## config.mk

```make
export PLATFORM = sky130hd
export DESIGN_NAME = hazard_fwd_unit
export DESIGN_NICKNAME = d
export VERILOG_FILES = /design/src/rtl/hazard_pkg.sv /design/src/rtl/hz_fwd_cmp.sv /design/src/rtl/hazard_fwd_unit.sv
export SDC_FILE = /design/constraint.sdc
export NUM_CORES = 1
export LEC_CHECK = 0
export CORE_AREA = 3 3 40 42
export CTS_CLUSTER_DIAMETER = 30
export CTS_CLUSTER_SIZE = 25
export DETAILED_ROUTE_END_ITERATION = 6
export DIE_AREA = 0 0 43 45
export GPL_TIMING_DRIVEN = 0
export PLACE_DENSITY_LB_ADDON = 0.05
export REMOVE_ABC_BUFFERS = 1
export SYNTH_ARGS = -nofsm -noshare
export SYNTH_HDL_FRONTEND = slang
export SYNTH_HIERARCHICAL = 1
export SYNTH_SLANG_ARGS = --single-unit
```

## constraint.sdc

```tcl
create_clock -name clk -period 3.02 [get_ports clk]
set_input_delay 0.453 -clock clk [delete_from_list [all_inputs] [get_ports clk]]
set_output_delay 0.453 -clock clk [all_outputs]
set_load 0.01 [all_outputs]
```

## src/rtl/hazard_pkg.sv

```systemverilog
// Shared encodings for the hazard / forwarding unit.
// Holds fwd_sel codes and the stall FSM state type.
package hazard_pkg;

  localparam logic [1:0] FWD_RF  = 2'b00;
  localparam logic [1:0] FWD_MEM = 2'b01;
  localparam logic [1:0] FWD_EX  = 2'b10;
  localparam logic [1:0] FWD_WB  = 2'b11;

  typedef enum logic [1:0] {
    IDLE       = 2'd0,
    ST_STALL   = 2'd1,
    OUT_PRE_S  = 2'd2,
    OUT_HOLD_S = 2'd3
  } hz_state_e;

endpackage

```

## src/rtl/hz_fwd_cmp.sv

```systemverilog
// One-operand bypass priority comparator and load-use detector.
// Ports: src_addr/src_valid operand; ex/mem/wb producer info;
//   sel bypass select, load_use raw hazard on a load in EX.
// HZ_WB_FWD_EN: when defined, WB producers are bypassed (sel 11).
module hz_fwd_cmp
  import hazard_pkg::*;
#(
  parameter int REG_AW = 2
) (
  input  logic [REG_AW-1:0] src_addr,
  input  logic              src_valid,
  input  logic [REG_AW-1:0] ex_dst_addr,
  input  logic              ex_wb_en,
  input  logic              ex_mem_read,
  input  logic [REG_AW-1:0] mem_dst_addr,
  input  logic              mem_wb_en,
  input  logic [REG_AW-1:0] wb_dst_addr,
  input  logic              wb_wb_en,
  output logic [1:0]        sel,
  output logic              load_use
);

  logic ex_hit;
  logic mem_hit;
  logic wb_hit;

  assign ex_hit  = ex_wb_en && (src_addr == ex_dst_addr);
  assign mem_hit = mem_wb_en && (src_addr == mem_dst_addr);

`ifdef HZ_WB_FWD_EN
  assign wb_hit = wb_wb_en && (src_addr == wb_dst_addr);
`else
  logic unused_wb;
  assign unused_wb = ^{wb_dst_addr, wb_wb_en};
  assign wb_hit    = 1'b0;
`endif

  // A load in EX has no data yet: it cannot be bypassed,
  // so an older MEM/WB match may still be chosen.
  always_comb begin
    sel = FWD_RF;
    if (src_valid) begin
      if (ex_hit && !ex_mem_read)
        sel = FWD_EX;
      else if (mem_hit)
        sel = FWD_MEM;
      else if (wb_hit)
        sel = FWD_WB;
    end
  end

  assign load_use = src_valid && ex_mem_read && ex_hit;

endmodule

```

## src/rtl/hazard_fwd_unit.sv

```systemverilog
// Hazard detection, operand forwarding and store/output stall FSM.
// Ports: clk, rst (sync, active-low); ID operands; EX/MEM/WB
//   producers; br_taken, id_store_req, id_out_req in;
//   pc_en, if_en, id_stall, br_clr, out_en_master, fwd_sel out.
// HZ_WB_FWD_EN: enables WB-stage bypass (fwd_sel 11).
module hazard_fwd_unit
  import hazard_pkg::*;
#(
  parameter int REG_AW    = 2,
  parameter int NUM_SRC   = 2,
  parameter int STORE_CYC = 2,
  parameter int OUT_PRE   = 2,
  parameter int OUT_HOLD  = 2
) (
  input  logic                      clk,
  input  logic                      rst,
  input  logic [NUM_SRC*REG_AW-1:0] id_src_addr,
  input  logic [NUM_SRC-1:0]        id_src_valid,
  input  logic [REG_AW-1:0]         ex_dst_addr,
  input  logic [REG_AW-1:0]         mem_dst_addr,
  input  logic [REG_AW-1:0]         wb_dst_addr,
  input  logic                      ex_wb_en,
  input  logic                      mem_wb_en,
  input  logic                      wb_wb_en,
  input  logic                      ex_mem_read,
  input  logic                      br_taken,
  input  logic                      id_store_req,
  input  logic                      id_out_req,
  output logic                      pc_en,
  output logic                      if_en,
  output logic                      id_stall,
  output logic                      br_clr,
  output logic                      out_en_master,
  output logic [NUM_SRC*2-1:0]      fwd_sel
);

  localparam int M1   = (STORE_CYC > OUT_PRE) ? STORE_CYC : OUT_PRE;
  localparam int MAXC = (M1 > OUT_HOLD) ? M1 : OUT_HOLD;
  localparam int CW   = $clog2(MAXC) + 1;

  logic [NUM_SRC-1:0]   lu_vec;
  logic [NUM_SRC*2-1:0] sel_raw;
  logic                 load_use;

  for (genvar i = 0; i < NUM_SRC; i++) begin : g_cmp
    hz_fwd_cmp #(
      .REG_AW(REG_AW)
    ) u_cmp (
      .src_addr    (id_src_addr[i*REG_AW +: REG_AW]),
      .src_valid   (id_src_valid[i]),
      .ex_dst_addr (ex_dst_addr),
      .ex_wb_en    (ex_wb_en),
      .ex_mem_read (ex_mem_read),
      .mem_dst_addr(mem_dst_addr),
      .mem_wb_en   (mem_wb_en),
      .wb_dst_addr (wb_dst_addr),
      .wb_wb_en    (wb_wb_en),
      .sel         (sel_raw[i*2 +: 2]),
      .load_use    (lu_vec[i])
    );
  end

  assign load_use = |lu_vec;

  hz_state_e     state;
  hz_state_e     nxt;
  logic [CW-1:0] cnt;
  logic [CW-1:0] cnt_nxt;
  logic          fsm_stall;
  logic          fsm_out;
  logic          stall;

  always_ff @(posedge clk) begin
    if (!rst) begin
      state <= IDLE;
      cnt   <= '0;
    end else begin
      state <= nxt;
      cnt   <= cnt_nxt;
    end
  end

  // The request cycle is the first stall cycle, so each busy
  // state lasts one cycle less than its total.  Requests are
  // treated as pulses from ID; a flushed or load-blocked ID
  // instruction does not start a sequence.
  always_comb begin
    nxt       = state;
    cnt_nxt   = cnt;
    fsm_stall = 1'b0;
    fsm_out   = 1'b0;
    unique case (state)
      IDLE: begin
        if (!load_use && !br_taken) begin
          if (id_out_req) begin
            fsm_stall = 1'b1;
            cnt_nxt   = '0;
            nxt       = (OUT_PRE > 1) ? OUT_PRE_S : OUT_HOLD_S;
          end else if (id_store_req) begin
            fsm_stall = 1'b1;
            cnt_nxt   = '0;
            nxt       = (STORE_CYC > 1) ? ST_STALL : IDLE;
          end
        end
      end
      ST_STALL: begin
        fsm_stall = 1'b1;
        if (int'(cnt) >= STORE_CYC - 2) begin
          nxt     = IDLE;
          cnt_nxt = '0;
        end else begin
          cnt_nxt = cnt + CW'(1);
        end
      end
      OUT_PRE_S: begin
        fsm_stall = 1'b1;
        if (int'(cnt) >= OUT_PRE - 2) begin
          nxt     = OUT_HOLD_S;
          cnt_nxt = '0;
        end else begin
          cnt_nxt = cnt + CW'(1);
        end
      end
      OUT_HOLD_S: begin
        fsm_stall = 1'b1;
        fsm_out   = 1'b1;
        if (int'(cnt) >= OUT_HOLD - 1) begin
          nxt     = IDLE;
          cnt_nxt = '0;
        end else begin
          cnt_nxt = cnt + CW'(1);
        end
      end
      default: begin
        nxt     = IDLE;
        cnt_nxt = '0;
      end
    endcase
    // A taken branch flushes the stalled instruction.
    if (state != IDLE && br_taken) begin
      nxt     = IDLE;
      cnt_nxt = '0;
    end
  end

  assign stall         = fsm_stall | load_use;
  assign pc_en         = rst & ~stall;
  assign if_en         = rst & ~stall;
  assign id_stall      = rst & stall;
  assign out_en_master = rst & fsm_out;
  assign br_clr        = br_taken | ~rst;
  assign fwd_sel       = rst ? sel_raw : '0;

endmodule

```

== Yosys cells after proc, flatten, opt, wreduce, memory -nomap -nowiden ==
Cells that the tools add are included.

* Register bits: 4
* Input bits: 21
* Output and inout bits: 9
* Logic and storage cells: 66

* Add/subtract/negate cells: 1
* Magnitude comparators: 1
* Equal/unequal tests: 10
* Mux-type cells: 22
* Bitwise operators: 7
* Reduce and logical (&&, ||, !) cells: 23

{| class="wikitable"
|+ Operators by type and width
! kind !! count
|-
| two-way mux 2 bit || 12
|-
| logical AND 1 bit || 12
|-
| == test 2 bit || 4
|-
| one-hot mux 2 bit (4 select lines) || 1
|-
| two-way mux 1 bit || 6
|-
| one-hot mux 2 bit (3 select lines) || 1
|-
| OR reduction 2 bit || 3
|-
| == test 2 bit, second input constant || 2
|-
| two-way mux 4 bit || 1
|-
| inequality test 2 bit, second input constant || 2
|-
| AND 1 bit || 3
|-
| zero test 1 bit || 3
|-
| inequality test 3 bit, second input constant || 1
|-
| AND reduction 3 bit || 1
|-
| OR reduction 3 bit || 1
|-
| adder 2 x 1 -> 2 bit, second input constant || 1
|-
| == test 2 x 1 -> 1 bit, second input constant || 1
|-
| >= comparator 2 x 1 -> 1 bit, second input constant || 1
|-
| zero test 2 bit || 1
|-
| NOT 1 bit || 2
|-
| OR 1 bit || 2
|-
| one-hot mux 1 bit (2 select lines) || 1
|-
| AND reduction 2 bit || 1
|-
| nonzero test 2 bit || 1
|}

== Depth between registers and ports, before layout ==
Gate-level depths: netlist (run 1).

* Depth in word-level cells: 11
* Gate-level depth with buffers: 5
* Depth with buffers taken out: 5

== By module ==
Netlist (run 1), hierarchy kept.

{| class="wikitable"
|+ By module, submodules not included
! module !! instances !! cells each !! area each (um^2) !! seq. area each (um^2)
|-
| hazard_fwd_unit || 1 || 36 || 275.3 || 80.1
|-
| hz_fwd_cmp || 2 || 13 || 83.8 || 0.0
|}

== Worst setup path after synthesis (run 1) ==
OpenSTA, ideal clock, no wires.

* Path type: input to output
* Start: input id_src_addr[2]
* End: output pc_en
* Arrival time: 1.724 ns
* Data required time: 2.567 ns
* Slack: 0.843 ns
* Cell stages on the path: 5
* Path buffers: 1
* Cells stage by stage: xor2_1 > nor4b_1 > or4_4 > and3_1 > buf_4

* Word-level cells in the longest chain between the ends: 11

{| class="wikitable"
|+ RTL lines
! element !! line !! text
|-
| start: declaration || hazard_fwd_unit.sv:17 || <nowiki>input logic [NUM_SRC*REG_AW-1:0] id_src_addr,</nowiki>
|-
| == test 2 bit * || hz_fwd_cmp.sv:27 || <nowiki>assign ex_hit = ex_wb_en && (src_addr == ex_dst_addr);</nowiki>
|-
| logical AND 1 bit * || hz_fwd_cmp.sv:27 ||
|-
| logical AND 1 bit * || hz_fwd_cmp.sv:52 || <nowiki>assign load_use = src_valid && ex_mem_read && ex_hit;</nowiki>
|-
| net lu_vec[1] || hazard_fwd_unit.sv:41 || <nowiki>logic [NUM_SRC-1:0] lu_vec;</nowiki>
|-
| OR reduction 2 bit * || hazard_fwd_unit.sv:63 || <nowiki>assign load_use = |lu_vec;</nowiki>
|-
| zero test 1 bit || hazard_fwd_unit.sv:94 || <nowiki>if (!load_use && !br_taken) begin</nowiki>
|-
| logical AND 1 bit || hazard_fwd_unit.sv:94 ||
|-
| two-way mux 1 bit || hazard_fwd_unit.sv:94 ||
|-
| one-hot mux 1 bit (2 select lines) || hazard_fwd_unit.sv:92 || <nowiki>unique case (state)</nowiki>
|-
| OR 1 bit * || hazard_fwd_unit.sv:146 || <nowiki>assign stall = fsm_stall | load_use;</nowiki>
|-
| NOT 1 bit * || - ||
|-
| AND 1 bit * || - ||
|-
| end: declaration || hazard_fwd_unit.sv:29 || <nowiki>output logic pc_en,</nowiki>
|}

Mark *: on every way through the listed nets, which the timed path passes. The rest lies on a longest branch.

== Final worst setup path (run 1) ==
* Start: input id_src_addr[1]
* End: output if_en

* Word-level cells in the longest chain between the ends: 11

{| class="wikitable"
|+ RTL lines
! element !! line !! text
|-
| == test 2 bit * || hz_fwd_cmp.sv:27 ||
|-
| logical AND 1 bit * || hz_fwd_cmp.sv:27 ||
|-
| logical AND 1 bit * || hz_fwd_cmp.sv:52 ||
|-
| net lu_vec[0] || hazard_fwd_unit.sv:41 ||
|-
| OR reduction 2 bit * || hazard_fwd_unit.sv:63 ||
|-
| zero test 1 bit || hazard_fwd_unit.sv:94 ||
|-
| logical AND 1 bit || hazard_fwd_unit.sv:94 ||
|-
| two-way mux 1 bit || hazard_fwd_unit.sv:94 ||
|-
| one-hot mux 1 bit (2 select lines) || hazard_fwd_unit.sv:92 ||
|-
| OR 1 bit * || hazard_fwd_unit.sv:146 ||
|-
| NOT 1 bit * || hazard_fwd_unit.sv:148 || <nowiki>assign if_en = rst & ~stall;</nowiki>
|-
| AND 1 bit * || hazard_fwd_unit.sv:148 ||
|-
| end: declaration || hazard_fwd_unit.sv:30 || <nowiki>output logic if_en,</nowiki>
|}

Marks and branches as above.

==> results of run 1 <==
==> power breakdown <==
part | internal [uW] | switching, uW | total [uW] | leakage, uW
sequential | 55.3 | 3.11 | 58.4 | 0.0000325
clock | 44.6 | 23.4 | 67.9 | 0.0000138
combinational | 49.8 | 41.1 | 91.0 | 0.000295
total | 150 | 67.6 | 217 | 0.000341
==> stage by stage <==
stage | hold slack (ns) | setup slack, ns
6_report | 0.477 | 0.0598
5_1_grt | 0.528 | -0.00661
4_1_cts | 0.486 | 0.0245
3_5_place_dp | 0.480 | -0.194
3_3_place_gp | 0.453 | -0.160
2_1_floorplan | 0.436 | 0.919
==> layout by cell type (no fill, tap or decap), types with 4 or more instances in the layout <==
cell type / instances
nor4_1: 4
a21oi_1: 4
dfxtp_1: 4
clkdlybuf4s50_1: 21
inv_1: 5
and2_1: 4
xor2_2: 4
nor2_1: 6
nand2_1: 5
==> cell families after synthesis <==
logic type / Yosys count / synth area share, %
xor gates and xnor gates: 6 / 11.9
DFF: 4 / 18.1
AOI/OAI and AO/OA: 14 / 22.0
buffers and inverters: 7 / 6.78
adders and majority gates: 1 / 2.82
and+or+nand+nor: 30 / 38.4
==> layout make-up <==
type	instances	area, sq um	share of cell area (%)
Sequential cell	4	80.1	9.85
Multi-Input combinational cell	51	393	48.3
Timing Repair Buffer	28	280	34.5
Clock buffer	3	22.5	2.77
Tap cell	15	18.8	2.31
Inverter	5	18.8	2.31
==> state kept, by name, indices dropped and copies added (netlist names) <==
signal  count
cnt         2
state       2
==> worst max-delay path by stage <==
| stage | endpoint | cells past startpoint |
|---|---|---|
| 6_report | if_en | 6 |
| 5_1_grt | pc_en | 6 |
| 4_1_cts | if_en | 6 |
| 3_5_place_dp | id_stall | 6 |
| 3_3_place_gp | pc_en | 6 |
| 2_1_floorplan | id_stall | 4 |
==> worst reg2reg max path, stage by stage, from the launching register on <==
cell	delay, ns
dfxtp_1	0.33
inv_1	0.05
ha_1	0.18
and2b_1	0.18
and4_1	0.20
a41o_1	0.19
==> what timing repair did <==
item	CTS	global route
hold endpoints to repair	0	0
pin swaps	2	1
resized for setup	6	7
buffers inserted	2	0
endpoints found under the setup margin	3	2
==> routing by layer <==
layer	share of wire [%]	routed length, microns
met3	7.9	95
met4	0	0
met5	0	0
met2	45	544
met1	47	565
==> qor.csv, run 1 <==
metric,value,unit
status,"finished, final reports clean",
Initial Util,34.5,%
Peak Freq,338,MHz
Buf/Inv on CP,2,
Synth warnings,6,
critical path's top delay family,buffers and inverters,
DR pass1 iterations,4,
M2 GR Usage,20.7,%
DP HPWL,970,microns
GR Util met1,20.4,%
placed cell areas,711,sq um
Async SR Flop Fraction,0,%
most frequent cell after synthesis,nor2_1,
Synth cell types,25,
clk slew on worst S/H paths,0.04,ns
Fillers,131,
Hold Crit Endpoint,cnt[1],
placed insts,101,
buffers added on ports,26,
Layout Utilization,63.3,%
total routed wirelength,1210,microns
Final Setup Violations,0,
Via density,5.16,
Critical Path Most Common Cell,clkdlybuf4s50_1,
drc violations,0,
vias in the first global route,496,
setup TNS,0,ns
Critical Path RT,2.57,ns
DIE AREA,1940,sq um
Post-CTS Hold Buffers,0,
Routed Antenna Nets,0,
most frequent cells after synthesis,"nor2_1, inv_1, nand2_1",
Clock Sinks,4,
Hold Crit Depth,2,
Overall Power,217,uW
R2R depth,5,
Worst setup EP type,output pin,
highest-delay cell along the critical path,clkdlybuf4s50_1,
syn_area_per_cell,7.14,sq um
Area contributors post-synth,"dfxtp_1, xor2_1, o41ai_1",
clk root buf,clkbuf_4,
clock latency on the worst-skew pair,0.24,ns
Worst slew margin,76.2,%
DR WL/cell,11.4,microns
area grow syn2layout,83.6,%
worst setup path start,id_src_addr[1],
crit-path cells,clkdlybuf4s50_1 > xor2_2 > nor4b_4 > or4_4 > and3_1 > clkdlybuf4s50_1,
Power Density,267,nW/um^2
CP Class,input port to output pin,
Die Height,45,microns
startpoint types,input port,
H-tree depth,1,
initial antenna violation count,0,
Yosys reg bits,4,
IR Drop Worst-Case VDD,188,uV
final-report hold violation count,0,
hold_sp,cnt[1],
busiest grt layer,met2,
Total GRT Usage,14.1,%
CTS Buf Count,3,
Min-Delay Path Class,register to register,
Synth Flop Type,dfxtp_1,
CP max FO,4,
post-route cell area,813,sq um
min Tclk post-route,2.96,ns
Max Transition Viols Final,0,
Ports,30,
Synth Cell Area,443,sq um
reg2reg start,cnt[0],
reg2reg end,cnt[0],
share of Yosys cell area claimed by the top area cell type,18.1,%
grt ovf,0,
Post-synth EDFFs,0,
Max Cap Violations,0,
Worst-Margin Slew,0.354,ns
GPL Wtd Cong,0.736,
Vias,547,
Site Rows,13,
Iteration-0 DRC Markers,7,
share of layout cells above drive strength 1,13.2,%
pin count of the biggest net entering global routing,13,
register area share after synthesis,18.1,%
"Period Utilization, post-route",98.0,%
CP max stage delay,0.56,ns
first-pass GRT wire length,2140,microns
R2R Setup Slk,1.79,ns
Leakage,0.000341,uW
CTS tree,built,
Gate Count Post-Synth,62,
met3 Resource Use GR,5.18,%
critical path arrival,2.51,ns
clock skew,0.00796,ns
clock buffer depth,2,
n_diodes,0,
Final nets,115,
filler-free cell count of the finished design,106,
DIE WIDTH,43,microns
"area leader, netlist",dfxtp_1,
Core ar.,1280,sq um
Power figures use the tool's default switching activity.
==> run 2: changes to the inputs <==
Settings changed: HOLD_SLACK_MARGIN from default to 0.15.
==> results of run 2 <==
No change in the layout: final DEF, timing and power equal those of run 1.
==> run 3: changes to the inputs <==
Settings changed: CORE_AREA 3 3 40 42 to default, CORE_MARGIN from default to 3, CORE_UTILIZATION from default to 34, DIE_AREA 0 0 43 45 to default.
Clock period 3.02 ns to 3.4 ns, I/O delays scaled along.
==> qor.csv, run 3 (synthesis gave the netlist of run 1 again) <==
metric,value,unit,change
hold_sp,cnt[1],,
IR Drop Worst-Case VDD,308,uV,+64%
CTS resizes,0,,-6
Worst setup EP type,output pin,,
Post-CTS Hold Buffers,0,,unchanged
CTS tree,built,,
critical path arrival,2.76,ns,+0.25 ns
startpoint types,input port,,
Routed Antenna Nets,0,,unchanged
DR WL/cell,11.5,microns,+0.86%
Die Height,42.1,microns,-6.5%
Max Cap Violations,0,,unchanged
most frequent cells in the layout,"clkdlybuf4s50_1, nor2_1, inv_1, nand2_1",,
worst setup path start,ex_dst_addr[1],,
first-pass GRT wire length,1930,microns,-9.7%
clock skew,0.00928,ns,+0.00132 ns
Largest regs,"cnt: 2 flops, state: 2 flops",,
share of layout cells above drive strength 1,8.99,%,-4.2 points
Ports,30,,unchanged
DIE AREA,1770,sq um,-8.4%
Peak Freq,306,MHz,
total routed wirelength,1180,microns,-2.0%
clk slew on worst S/H paths,0.04,ns,about the same
Clock Sinks,4,,unchanged
vias in the first global route,468,,-5.6%
drc violations,0,,unchanged
"Period Utilization, post-route",96.1,%,
setup TNS,0,ns,unchanged
Layout Utilization,65.7,%,+2.4 points
Vias,543,,-0.73%
Min-Delay Path Class,register to register,,
GPL Wtd Cong,0.735,,-0.16%
reg2reg start,cnt[0],,
Worst slew margin,73.3,%,-2.9 points
min Tclk post-route,3.27,ns,
clock latency on the worst-skew pair,0.24,ns,about the same
unrepaired setup endpoints after global routing,no,,
Final Setup Violations,0,,unchanged
DP HPWL,969,microns,-0.13%
clk root buf,clkbuf_4,,
"leading cell type in the layout, fill and taps excluded",clkdlybuf4s50_1,,
Setup Buffers After CTS,0,,-2
Via density,5.27,,+2.2%
initial antenna violation count,0,,unchanged
CP max FO,6,,+2
Core ar.,1160,sq um,-10%
Total GRT Usage,14.0,%,-0.11 points
final-report hold violation count,0,,unchanged
DR pass1 iterations,4,,unchanged
H-tree depth,1,,unchanged
Site Rows,12,,-1
Max Transition Viols Final,0,,unchanged
CP Class,input port to output pin,,
Overall Power,185,uW,-15%
DIE WIDTH,42.1,microns,-2.1%
Initial Util,38.3,%,+3.8 points
grt ovf,0,,unchanged
CTS Buf Count,3,,unchanged
status,"finished, final reports clean",,
pin count of the biggest net entering global routing,13,,unchanged
Critical Path RT,2.89,ns,+0.32 ns
n_diodes,0,,unchanged
Leakage,0.000286,uW,-16%
buffers added on ports,26,,unchanged
clock buffer depth,2,,unchanged
Worst-Margin Slew,0.399,ns,+0.0456 ns
Power Density,244,nW/um^2,-8.6%
area grow syn2layout,71.5,%,
Final nets,113,,-1.7%
Iteration-0 DRC Markers,6,,-1
==> run 3: changes by cell type in the layout (fill, tap and decap cells not counted) <==
| cell | previous run | this run |
|---|---|---|
| buf_4 | 2 | 0 |
| clkdlybuf4s50_1 | 21 | 26 |
| dlygate4sd2_1 | 2 | 0 |
| dlymetal6s2s_1 | 3 | 0 |
| nor4b_2 | 0 | 2 |
| nor4b_4 | 2 | 0 |
| xor2_1 | 0 | 2 |
| xor2_2 | 4 | 2 |
==> run 3: critical path, cell delays in order <==
cell	delay [ns]
clkdlybuf4s50_1	0.60
xor2_1	0.24
nor4b_2	0.10
or4_4	0.53
a21boi_0	0.20
clkdlybuf4s50_1	0.57
==> run 3: area by class of cell <==
type	count	area, sq um
fill	111	397
timing repair buffer	26	260
clock buffer	3	22.5
inverter	5	18.8
tap	14	17.5
sequential	4	80.1
multi-input combinational	51	360
==> run 3: per-stage QoR <==
stage	cell area [sq um]	cells	setup slack [ns]	hold slack, ns
floorplan	432	60	1.19	0.436
global placement	709	100	0.104	0.452
detailed placement	709	100	0.0585	0.454
CTS	732	103	0.0579	0.459
global route	759	103	0.00111	0.509
finish	759	103	0.133	0.455
==> run 3: routing by layer <==
metal	track usage (%)	vias to the layer above	wire (microns)
li1	-	284	-
met1	18.6	239	574
met2	19.8	20	512
met3	7.30	0	94
met4	3.73	0	0
met5	0	-	0
==> run 3: path summary, 6_finish.rpt <==
| check | to | slack (ns) | cells past startpoint |
|---|---|---|---|
| hold reg to reg | cnt[1] | 0.46 | 2 |
| setup reg to reg | cnt[0] | 2.16 | 5 |
| setup / recovery | id_stall | 0.13 | 6 |
| hold / removal | cnt[1] | 0.46 | 2 |
==> run 3: power by group <==
| group | switching (uW) | internal (uW) | leakage (uW) |
|---|---|---|---|
| clock network | 19.5 | 39.5 | 0.0000138 |
| registers | 2.93 | 49.2 | 0.0000325 |
| logic | 32.8 | 41.5 | 0.000239 |
| total | 55.2 | 130 | 0.000286 |
